[config.mk]
export PLATFORM = sky130hd
export DESIGN_NAME = led_strip_tx
export DESIGN_NICKNAME = d
export VERILOG_FILES = /design/src/rtl/led_strip_pkg.sv /design/src/rtl/led_bit_timer.sv /design/src/rtl/led_strip_tx.sv
export SDC_FILE = /design/constraint.sdc
export NUM_CORES = 1
export LEC_CHECK = 0
export CAP_MARGIN = 5
export CORE_ASPECT_RATIO = 1.5
export CORE_MARGIN = 5
export CORE_UTILIZATION = 52
export DETAILED_ROUTE_END_ITERATION = 7
export GPL_TIMING_DRIVEN = 0
export PLACE_DENSITY = 0.8
export SLEW_MARGIN = 15
export SYNTH_ARGS = -nofsm -noshare
export SYNTH_HDL_FRONTEND = slang
export SYNTH_SLANG_ARGS = --single-unit
[constraint.sdc]
create_clock -name clk -period 3.2 [get_ports clk]
set_input_delay 0.64 -clock clk [delete_from_list [all_inputs] [get_ports clk]]
set_output_delay 0.64 -clock clk [all_outputs]
set_load 0.005 [all_outputs]
[src/rtl/led_strip_pkg.sv]
// led_strip_pkg: shared FSM states, frame constants and APA102 pixel word helper
package led_strip_pkg;
  typedef enum logic [2:0] {IDLE, START_F, PIXEL, END_F, DONE} state_t;
  localparam int START_BITS = 32;
  localparam int WORD_W = 32;
  localparam logic [2:0] APA_HDR = 3'b111;
  function automatic logic [WORD_W-1:0] apa_word(input logic [4:0] bri, input logic [7:0] b,
                                                 input logic [7:0] g, input logic [7:0] r);
    return {APA_HDR, bri, b, g, r};
  endfunction
endpackage

[src/rtl/led_bit_timer.sv]
// led_bit_timer: bit phase generator (clk, reset, en -> led_clk low then high CLK_DIV cycles each, bit_start/bit_end strobes; en=0 stalls)
module led_bit_timer #(
  parameter int CLK_DIV = 1
) (
  input  logic clk,
  input  logic reset,
  input  logic en,
  output logic led_clk,
  output logic bit_start,
  output logic bit_end
);
  logic [7:0] phase;
  logic last;
  assign last = phase == 8'(CLK_DIV - 1);
  assign bit_start = en && !led_clk && phase == 8'd0;
  assign bit_end = en && led_clk && last;
  always_ff @(posedge clk or posedge reset)
    if (reset) begin
      phase <= '0;
      led_clk <= 1'b0;
    end else if (en) begin
      phase <= last ? '0 : phase + 8'd1;
      led_clk <= led_clk ^ last;
    end
endmodule

[src/rtl/led_strip_tx.sv]
// led_strip_tx: APA102 frame serializer (clk, reset, start, pix_data/pix_valid/pix_ready in, busy/frame_done/led_clk/led_data out)
module led_strip_tx
  import led_strip_pkg::*;
#(
  parameter int NUM_LEDS = 64,
  parameter int CLK_DIV = 1,
  parameter int END_BITS = 64
) (
  input  logic        clk,
  input  logic        reset,
  input  logic        start,
  input  logic [31:0] pix_data,
  input  logic        pix_valid,
  output logic        pix_ready,
  output logic        busy,
  output logic        frame_done,
  output logic        led_clk,
  output logic        led_data
);
  localparam int WCW = $clog2(NUM_LEDS + 1);
  state_t state, state_n;
  logic [WORD_W-1:0] hold, sh;
  logic hold_full, sh_full, en, load, bit_start, bit_end, word_end, all_in;
  logic [$clog2(START_BITS)-1:0] bit_cnt;
  logic [WCW-1:0] words;
  logic [7:0] end_cnt;
  led_bit_timer #(.CLK_DIV(CLK_DIV)) u_timer (
    .clk(clk),
    .reset(reset),
    .en(en),
    .led_clk(led_clk),
    .bit_start(bit_start),
    .bit_end(bit_end)
  );
  assign word_end = bit_end && bit_cnt == '0;
  assign all_in = words == WCW'(NUM_LEDS);
  always_comb begin
    state_n = state;
    busy = state != IDLE;
    frame_done = state == DONE;
    en = state == START_F || state == END_F || (state == PIXEL && sh_full);
    pix_ready = busy && !hold_full && !all_in;
    led_data = state == PIXEL && sh_full && sh[WORD_W-1];
    load = hold_full && ((state == START_F && word_end) || (state == PIXEL && (word_end || !sh_full)));
    case (state)
      IDLE:    state_n = start ? START_F : IDLE;
      START_F: state_n = word_end ? PIXEL : START_F;
      PIXEL:   state_n = word_end && !hold_full && all_in ? END_F : PIXEL;
      END_F:   state_n = bit_end && end_cnt == 8'(END_BITS) ? DONE : END_F;
      default: state_n = IDLE;
    endcase
  end
  always_ff @(posedge clk or posedge reset)
    if (reset) begin
      state <= IDLE;
      hold <= '0;
      sh <= '0;
      hold_full <= 1'b0;
      sh_full <= 1'b0;
      bit_cnt <= '0;
      words <= '0;
      end_cnt <= '0;
    end else begin
      state <= state_n;
      if (state == IDLE && start) words <= '0;
      else if (pix_valid && pix_ready) words <= words + 1'b1;
      if (pix_valid && pix_ready) begin
        hold <= pix_data;
        hold_full <= 1'b1;
      end else if (load) hold_full <= 1'b0;
      if (load) begin
        sh <= hold;
        sh_full <= 1'b1;
      end else if (state == PIXEL && bit_end) begin
        sh <= sh << 1;
        sh_full <= !word_end;
      end
      if (bit_start && state != END_F) bit_cnt <= bit_cnt + 1'b1;
      if (state == DONE) end_cnt <= '0;
      else if (bit_start && state == END_F) end_cnt <= end_cnt + 8'd1;
    end
endmodule

* Yosys cells after proc, flatten, opt, wreduce, memory -nomap -nowiden
Cells that the tools add are included.
** Storage, ports and cells
- Input bits :: 36
- Output and inout port bits :: 5
- Bits in registers :: 98
** Operators by class
- Muxes and demuxes :: 16
- Eq/ne operators :: 7
- Reduce and logical (&&, ||, !) cells :: 37
- Bitwise operators :: 1
- Add/subtract/negate cells :: 4
** Operators by type and width (number)
- 2-to-1 mux 32 bit :: 2
- 2-to-1 mux 8 bit :: 3
- logical AND 1 bit :: 20
- adder 8 x 1 -> 8 bit, second input constant :: 2
- 2-to-1 mux 7 bit :: 2
- case mux 3 bit (4 select lines) :: 1
- equality test 8 x 7 -> 1 bit, second input constant :: 1
- zero test 8 bit :: 1
- nonzero test 2 bit :: 4
- adder 7 x 1 -> 7 bit, second input constant :: 1
- equality test 7 bit, second input constant :: 1
- equality test 3 x 2 -> 1 bit, second input constant :: 2
- 2-to-1 mux 1 bit :: 6
- adder 5 x 1 -> 5 bit, second input constant :: 1
- zero test 1 bit :: 5
- zero test 5 bit :: 1
- logical OR 1 bit :: 4
- equality test 3 x 1 -> 1 bit, second input constant :: 1
- equality test 3 bit, second input constant :: 1
- zero test 3 bit :: 1
- 2-to-1 mux 3 bit :: 1
- inequality test 3 x 2 -> 1 bit, second input constant :: 1
- nonzero test 3 bit :: 1
- 2-to-1 mux 2 bit :: 1
- bitwise XOR 1 bit :: 1

* Depth between registers and ports, before layout
Gate-level depths: netlist (run 1).
- Depth in word-level cells :: 12
- Depth in mapped cells :: 7

* Modules after synthesis
From an unflattened synthesis (run 1), not the netlist that was laid out.
** Unflattened totals
- Cells, all modules :: 364
- Area total of the unflattened synthesis :: 4798.4 sq um
** By module, submodules not included
- led_strip_tx :: area each 4332.9 sq um, times used 1, cells each 321
- led_bit_timer :: area each 465.4 sq um, times used 1, cells each 43

* Worst setup path after synthesis (run 1)
No wires, ideal clock.
- Kind :: register to register
- Start point :: reg u_timer.phase[0]
- End point :: reg state[0]
- Arrival :: 2.155 ns
- Buffers on the path :: 0
- Clock period less this slack :: 2.229 ns
- Cell stages (with the launch flop) :: 7
- Data required time :: 3.127 ns
- Slack :: 0.971 ns
- Cell sequence :: dfrtp_1 inv_1 ha_1 or4b_4 or4_4 or4b_1 nand4_1
** Between the ends
- Longest elaborated chain between the ends :: 7
** RTL lines
- from (decl) :: RTL line led_bit_timer.sv:12 : logic [7:0] phase;
- from (signal assigned) :: RTL line led_bit_timer.sv:22 : phase <= last ? '0 : phase + 8'd1;
- zero test 8 bit (*) :: RTL line led_bit_timer.sv:14 : assign last = phase == 8'(CLK_DIV - 1);
- logical AND 1 bit (*) :: RTL line led_bit_timer.sv:16 : assign bit_end = en && led_clk && last;
- logical AND 1 bit :: RTL line led_strip_tx.sv:35 : assign word_end = bit_end && bit_cnt == '0;
- logical AND 1 bit (2 in a row) :: RTL line led_strip_tx.sv:48 : PIXEL: state_n = word_end && !hold_full && all_in ? END_F : PIXEL;
- 2-to-1 mux 1 bit :: RTL line led_strip_tx.sv:48
- case mux 3 bit (4 select lines) (*) :: RTL line led_strip_tx.sv:45 : case (state)
- net state_n[0] :: RTL line led_strip_tx.sv:21 : state_t state, state_n;
- to (signal assigned) :: RTL line led_strip_tx.sv:64 : state <= state_n;
- to (decl) :: RTL line led_strip_tx.sv:21
Mark *: on every way through the listed nets, which the timed path passes. The rest lies on a longest branch.
A chain may end at the register's enable or synchronous reset.

* Final worst setup path (run 1)
- Start point :: reg state[2]
- End point :: out frame_done
** Between the ends
- Longest elaborated chain between the ends :: 1
** RTL lines
- equality test 3 bit :: RTL line led_strip_tx.sv:40 : frame_done = state == DONE;
- to (decl) :: RTL line led_strip_tx.sv:16 : output logic frame_done,
Every way passes these cells.

==> impl_results.md, run 1 <==
* Status: complete, no violations
* Detailed Place HPWL at 6060 um
* Worst path required time at 2.56 ns
* Initial antenna violation count at 0
* Nets at 457
* Register area at 2450 um2
* Number of global-route vias before repair at around 3,200
* Maximum vdd drop at 0.000353 V
* Critical path's largest stage delay at 0.58 ns
* Power share of the clock group at ~43%
* Pwr per Cell Area at between 400 and 500 nW/um2
* Multi-input gate area at 2080 um2
* FF+latch count, synth at between 90 and 100
* Core area at around 9000 um2
* Most frequent cells in the layout: dfrtp_1, mux2_2, clkdlybuf4s50_1
* Setup_tns at 0 ns
* Final wirelength at slightly above 8000 um
* Pre-antenna DRT Iters at 7
* Top cells by area, synth: dfrtp_1, mux2_2, ha_1, xnor2_1, mux2i_1
* Final Wtd Congestion at 0.762
* Detailed-route via count at 2,934
* I/O pin total at 41
* Crit path DAT at 2.29 ns
* Crit path buf inv count at 2
* Switch Pwr at a little over 0.0005 W
* Die area at between 10,000 and 15,000 um2
* Worst slew pin tran at just over 0.7 ns
* Final hold vios at 0
* # rows at 42
* First-pass GRT wire length at 14,300 um
* DRC viols at 0
* Share of the synthesized area in the top cell type at 52.9%
* Crit end category: output port
* Crit Reg-Reg Startpoint: u_timer.phase[0]
* Flop2flop setup slack at 0.61 ns
* Synth Cell Area at 4640 um2
* FF-to-FF path depth at 7
* Starting Density at 52.8%
* Unique masters post-synth at 44
* CP endpoint: frame_done
* Crit path time final at 2.93 ns
* Pins Over Slew Limit at 0
* Port bufs at 40
* Crit-path leading delay family: buffers and inverters
* Slowest CP cell: clkdlybuf4s50_1
* Clk_skew at ~0.0047 ns
* Drt wl/cell at approximately 15 um
* Final Cycle Share at 91.6%
* Worst path cell trace: clkbuf_1 -> nor3b_4 -> clkdlybuf4s50_1
* Hold WC Path Type: reg -> reg
* CTS buffer count at 9
* Ratio of cells with drive above 1 in the final layout at 32.5%
* H-tree depth at 3
* Commonest non-fill, non-tap cell in the layout: dfrtp_1
* RSZ-0062 raised after global routing: false
* Global route total overflow at 0
* Worst Setup Path Type: reg -> out
* Cell internal pwr at 0.00190 W
* Worst-path fanout max at 10
* Seq pwr share at 52.9%
* Mapped Cells at between 300 and 400
* Antenna cells at 0
* Yosys top cell by area: dfrtp_1
* Die Y at 126 um
* Synth warnings at 0
* Max_cap viols at 0
* GRT Total Usage at 16.3%
* Setup Fix Bufs, Post-CTS at 0
* First DRT Iteration DRCs at 132
* Combinational power share at approximately 4.2%
* Max-slew headroom at 51.3%
* Maximum clock rate at 341 MHz
* Sw Ratio at 21.0%
* Final instance area at between 5000 and 6000 um2
* Placed instance area at between 5000 and 6000 um2
* Critical path launch point type: flop
* CTS tree: done
* FILL cells at 649
* Mapped Nets at 403
* Sequential-to-total area share from yosys stat at roughly 53%
* Syn Area/Cell at roughly 13 um2
* Clk_lat worst skew at 0.34 ns
* ANT nets after route at 0
* LEAKAGE at 2.67 nW
* Worst-path clk slew at ~0.06 ns
* WP depth at 3
* P&R area growth vs syn at 19.6%
* Via density at roughly 5.6
* Reg2reg end: sh[21]
* Die X at ~87 um
* Longest Clk Path Bufs at 2
* # setup viols final at 0
* Clk sinks at between 90 and 100
* Worst Setup SP: state[2]
* # hold bufs at CTS at 0
* Largest net degree at the start of global routing at 36
* Root buf cell: clkbuf_16
## what timing repair did
action / CTS / global route
cloned: 0 / 0
setup endpoints to repair: 1 / 1
endpoints found under the hold margin: 0 / 0
gates resized for setup: 1 / 1
## worst register-to-register path, stage by stage, from the launching register on
cell and delay, ns:
dfrtp_1 0.41, inv_1 0.10, ha_1 0.17, nor4b_2 0.52, nand4_1 0.41, buf_2 0.32
mux2_2 0.29, mux2_2 0.27
## kinds of logic (layout without fill, tap and decap cells)
logic type,Yosys count,after routing,share of synthesized area (%)
mux,103,103,24.8
flops,98,98,52.9
simple gates,85,85,11.5
buf+inv,26,85,2.51
compound gates,24,24,3.27
xor+xnor,15,15,2.83
fa+ha+maj,8,8,2.16
## how the worst min path moves through the flow
stage | start | end | cells past startpoint
final | bit_cnt[4] | bit_cnt[4] | 1
after detailed placement | words[6] | words[6] | 1
after global routing | bit_cnt[4] | bit_cnt[4] | 1
after CTS | words[6] | words[6] | 1
after global placement | words[6] | words[6] | 1
after floorplan | words[6] | words[6] | 1
## cells in the mapped netlist (all sizes together)
master / number
o41ai: 1
and4b: 2
or4bb: 1
mux2: 95
nand2: 16
o31ai: 2
clkbuf: 2
nor4bb: 2
and3: 7
nor2b: 1
ha: 8
or4b: 4
a211oi: 1
nor4b: 4
nor4: 3
o21bai: 1
a22oi: 1
o21ai: 8
or3: 2
xnor2: 10
or4: 4
a21oi: 8
inv: 13
nand3: 11
nand4: 8
and3b: 1
nor2: 10
dfrtp: 98
xor2: 5
buf: 11
mux2i: 8
nor3b: 2
or3b: 2
a21bo: 1
a2111oi: 1
and2: 1
nor3: 4
## metrics by stage
step                power [W]  util, %  worst slack (ns)  hold slack [ns]  std cells
finish                0.00240     63.2             0.270            0.483        528
global route          0.00249     63.2            0.0519            0.513        528
CTS                   0.00243     63.1            0.0842            0.483        528
detailed placement    0.00140     59.8            0.0603            0.462        512
global placement      0.00138     59.0             0.150            0.454        509
floorplan             0.00133        -             0.971            0.437        359
## power groups by stage
| stage | registers (W) | logic, W | clock network, W |
|---|---|---|---|
| finish | 0.00127 | 0.000100 | 0.00103 |
| global route | 0.00127 | 0.000112 | 0.00111 |
| CTS | 0.00127 | 0.000104 | 0.00105 |
| detailed placement | 0.00129 | 0.000103 | 0 |
| global placement | 0.00129 | 0.0000896 | 0 |
| floorplan | 0.00129 | 0.0000394 | 0 |
## flip-flops by register name, indices dropped and copies added (netlist names)
register and count:
sh_full 1, sh 32, words 7, u_timer.phase 8
state 3, hold_full 1, u_timer.led_clk 1, end_cnt 8
hold 32, bit_cnt 5
## final cells by class
| class | instances | share of cell area [%] |
|---|---|---|
| tap | 110 | 2.48 |
| timing repair buffer | 43 | 8.44 |
| buffer | 13 | 1.22 |
| inverter | 13 | 0.947 |
| sequential | 98 | 44.2 |
| clock inverter | 5 | 0.654 |
| clock buffer | 11 | 4.56 |
| multi-input combinational | 235 | 37.5 |
## layer usage
metal  share of wire, %  track usage, %
met5                  0               0
met1                 40            18.3
met4                1.6            4.88
met3                3.7            4.05
met2                 55            29.8
(Power assumes the default switching activity.)
==> run 2: changes to the inputs <==
--- a/config.mk
+++ b/config.mk
@@ -6,7 +6,6 @@
 export NUM_CORES = 1
 export LEC_CHECK = 0
 export CAP_MARGIN = 5
-export CORE_ASPECT_RATIO = 1.5
 export CORE_MARGIN = 5
 export CORE_UTILIZATION = 52
 export DETAILED_ROUTE_END_ITERATION = 7
==> run 2 against run 1 <==
Effect of this change:
- via count grew 0.31%
- register-to-register slack gained 0.03 ns
- non-clock buffer count is the same
- clock skew grew 0.0074 ns
- hold slack lost 0.0069 ns
- total power shrank 11%
- sequential share of layout area grew 0.79 points
- cell count shrank 0.38%
- setup slack lost 0.079 ns
- largest cell class unchanged
==> impl_results.md, run 2 (same netlist as run 1, synthesis figures left out) <==
* Status: complete, no violations
* Initial antenna violation count at 0 (unchanged)
* Hold WC Path Type: reg -> reg
* Die X at 104 um (+20%)
* P&R area growth vs syn at 17.5%
* Final Power at 0.00215 W (-11%)
* Pre-antenna DRT Iters at 4 (-3)
* Maximum clock rate at 332 MHz (-2.6%)
* Worst slew pin tran at 0.781 ns (+0.0556 ns)
* Worst-path clk slew at 0.10 ns (+0.04 ns)
* Pins Over Slew Limit at 0 (unchanged)
* Nets at 457 (unchanged)
* # setup viols final at 0 (unchanged)
* ANT nets after route at 0 (unchanged)
* Slowest CP cell: clkdlybuf4s50_1
* Pwr per Cell Area at 394 nW/um2 (-9.0%)
* First-pass GRT wire length at 14,100 um (-1.4%)
* # rows at 34 (-19%)
* Detailed-route via count at 2,943 (+0.31%)
* Setup Fix Bufs, Post-CTS at 0 (unchanged)
* Placed instance area at 5240 um2 (about the same)
* Critical path's largest stage delay at 0.59 ns (about the same)
* Met2 usage at 26.2% (-3.6 points)
* I/O pin total at 41 (unchanged)
* Crit path DAT at 2.37 ns (+0.08 ns)
* Clk_skew at 0.0121 ns (+0.00743 ns)
* Crit path time final at 3.01 ns (+0.0795 ns)
* Die area at 10,900 um2 (-0.36%)
* Critical path launch point type: flop
* Final Cycle Share at 94.0% (+2.5 points)
* Via density at 5.60 (+0.69%)
* CTS buffer count at 9 (unchanged)
* Final instance area at 5450 um2 (-1.8%)
* Drt wl/cell at 15.6 um (+2.0%)
* RSZ-0062 raised after global routing: false
* WHS at 0.476 ns (-0.00694 ns)
* LEAKAGE at 2.62 nW (-1.9%)
* Worst path required time at 2.56 ns (about the same)
* Starting Density at 53.2% (+0.33 points)
* CTS tree: done
* Top flop regs: hold: 32 flops, sh: 32 flops
* Longest Clk Path Bufs at 2 (unchanged)
* # hold bufs at CTS at 0 (unchanged)
* Worst-path fanout max at 10 (unchanged)
* Crit end category: output port
* Register area at 2450 um2 (unchanged)
* Post_cts resized at 1 (unchanged)
* H-tree depth at 3 (unchanged)
* Maximum vdd drop at 0.000274 V (-22%)
* Multi-input gate area at 2080 um2 (unchanged)
* GRT met1 Usage at 20.3% (+2.0 points)
* Final wirelength at 8230 um (+1.6%)
* Core area at 8720 um2 (-0.63%)
* Number of global-route vias before repair at 3,060 (-5.0%)
* Most frequent cells in the layout: dfrtp_1, mux2_2, clkdlybuf4s50_1
* Worst path cell trace: clkbuf_1 -> nor3b_4 -> clkdlybuf4s50_1
* GR peak layer: met2
* Global route total overflow at 0 (unchanged)
* Final hold vios at 0 (unchanged)
* Detailed Place HPWL at 6110 um (+0.89%)
* Clk sinks at 98 (unchanged)
* Commonest non-fill, non-tap cell in the layout: dfrtp_1
* FILL cells at 686 (+5.7%)
* Die Y at 104 um (-17%)
* Ratio of cells with drive above 1 in the final layout at 32.5% (unchanged)
* GRT Total Usage at 15.7% (-0.59 points)
* Max-slew headroom at 47.5% (-3.7 points)
* Worst Setup Path Type: reg -> out
* First DRT Iteration DRCs at 165 (+25%)
* Finished Layout Cells at 526 (-0.38%)
* Crit-path leading delay family: buffers and inverters
* Global Route met3 Usage at 2.61% (-1.4 points)
* Antenna cells at 0 (unchanged)
* Total placed cells including tap cells at 510 (-0.39%)
* Clk_lat worst skew at 0.37 ns (+0.03 ns)
* DRC viols at 0 (unchanged)
* Max_cap viols at 0 (unchanged)
* Port bufs at 40 (unchanged)
* Crit path buf inv count at 2 (unchanged)
* Final Wtd Congestion at 0.827 (+8.5%)
* Root buf cell: clkbuf_8
* Setup_tns at 0 ns (unchanged)
* Largest net degree at the start of global routing at 34 (-5.6%)
## run 2: through the flow
step	setup slack (ns)	utilization, %
4_1_cts	0.0751	62.4
5_1_grt	0.0779	62.5
3_5_place_dp	0.0858	60.1
2_1_floorplan	0.971	-
3_3_place_gp	0.135	59.4
6_report	0.191	62.5
## run 2: path summary, 6_finish.rpt
| path | start | to | slack [ns] | cells past startpoint |
|---|---|---|---|---|
| min in group asynchronous | reset | words[0] | 0.65 | 2 |
| max in group asynchronous | reset | hold[29] | 1.89 | 4 |
| setup / recovery | state[2] | frame_done | 0.19 | 3 |
| hold / removal | words[6] | words[6] | 0.48 | 1 |
| hold reg to reg | words[6] | words[6] | 0.48 | 1 |
| setup reg to reg | u_timer.phase[0] | sh[15] | 0.64 | 7 |
## run 2: final cells by class
cell class,instances,area share (%)
plain buffers,13,1.24
multi-input cells,235,38.2
clock inverters,6,1.03
inverters,13,0.964
repair buffers,43,8.59
clock buffers,10,2.53
well taps,108,2.48
flip-flops and latches,98,45.0
## run 2: routing by layer
layer	wire length [um]	vias to the layer above
met5	0	-
met4	183	0
met3	263	14
met2	4180	45
met1	3600	1481
li1	-	1403
## run 2: power breakdown
part / internal [W] / switching [W] / total [W] / leakage, nW
logic: 0.0000618 / 0.0000383 / 0.000100 / 1.22
registers: 0.00126 / 0.0000113 / 0.00127 / 1.30
clock network: 0.000320 / 0.000455 / 0.000776 / 0.0969
## run 2: worst reg2reg max path, stage by stage (launching register included)
cell	delay, ns
dfrtp_1	0.42
inv_1	0.10
ha_1	0.17
nor4b_2	0.50
nand4_1	0.39
buf_2	0.32
mux2_2	0.29
mux2_2	0.26
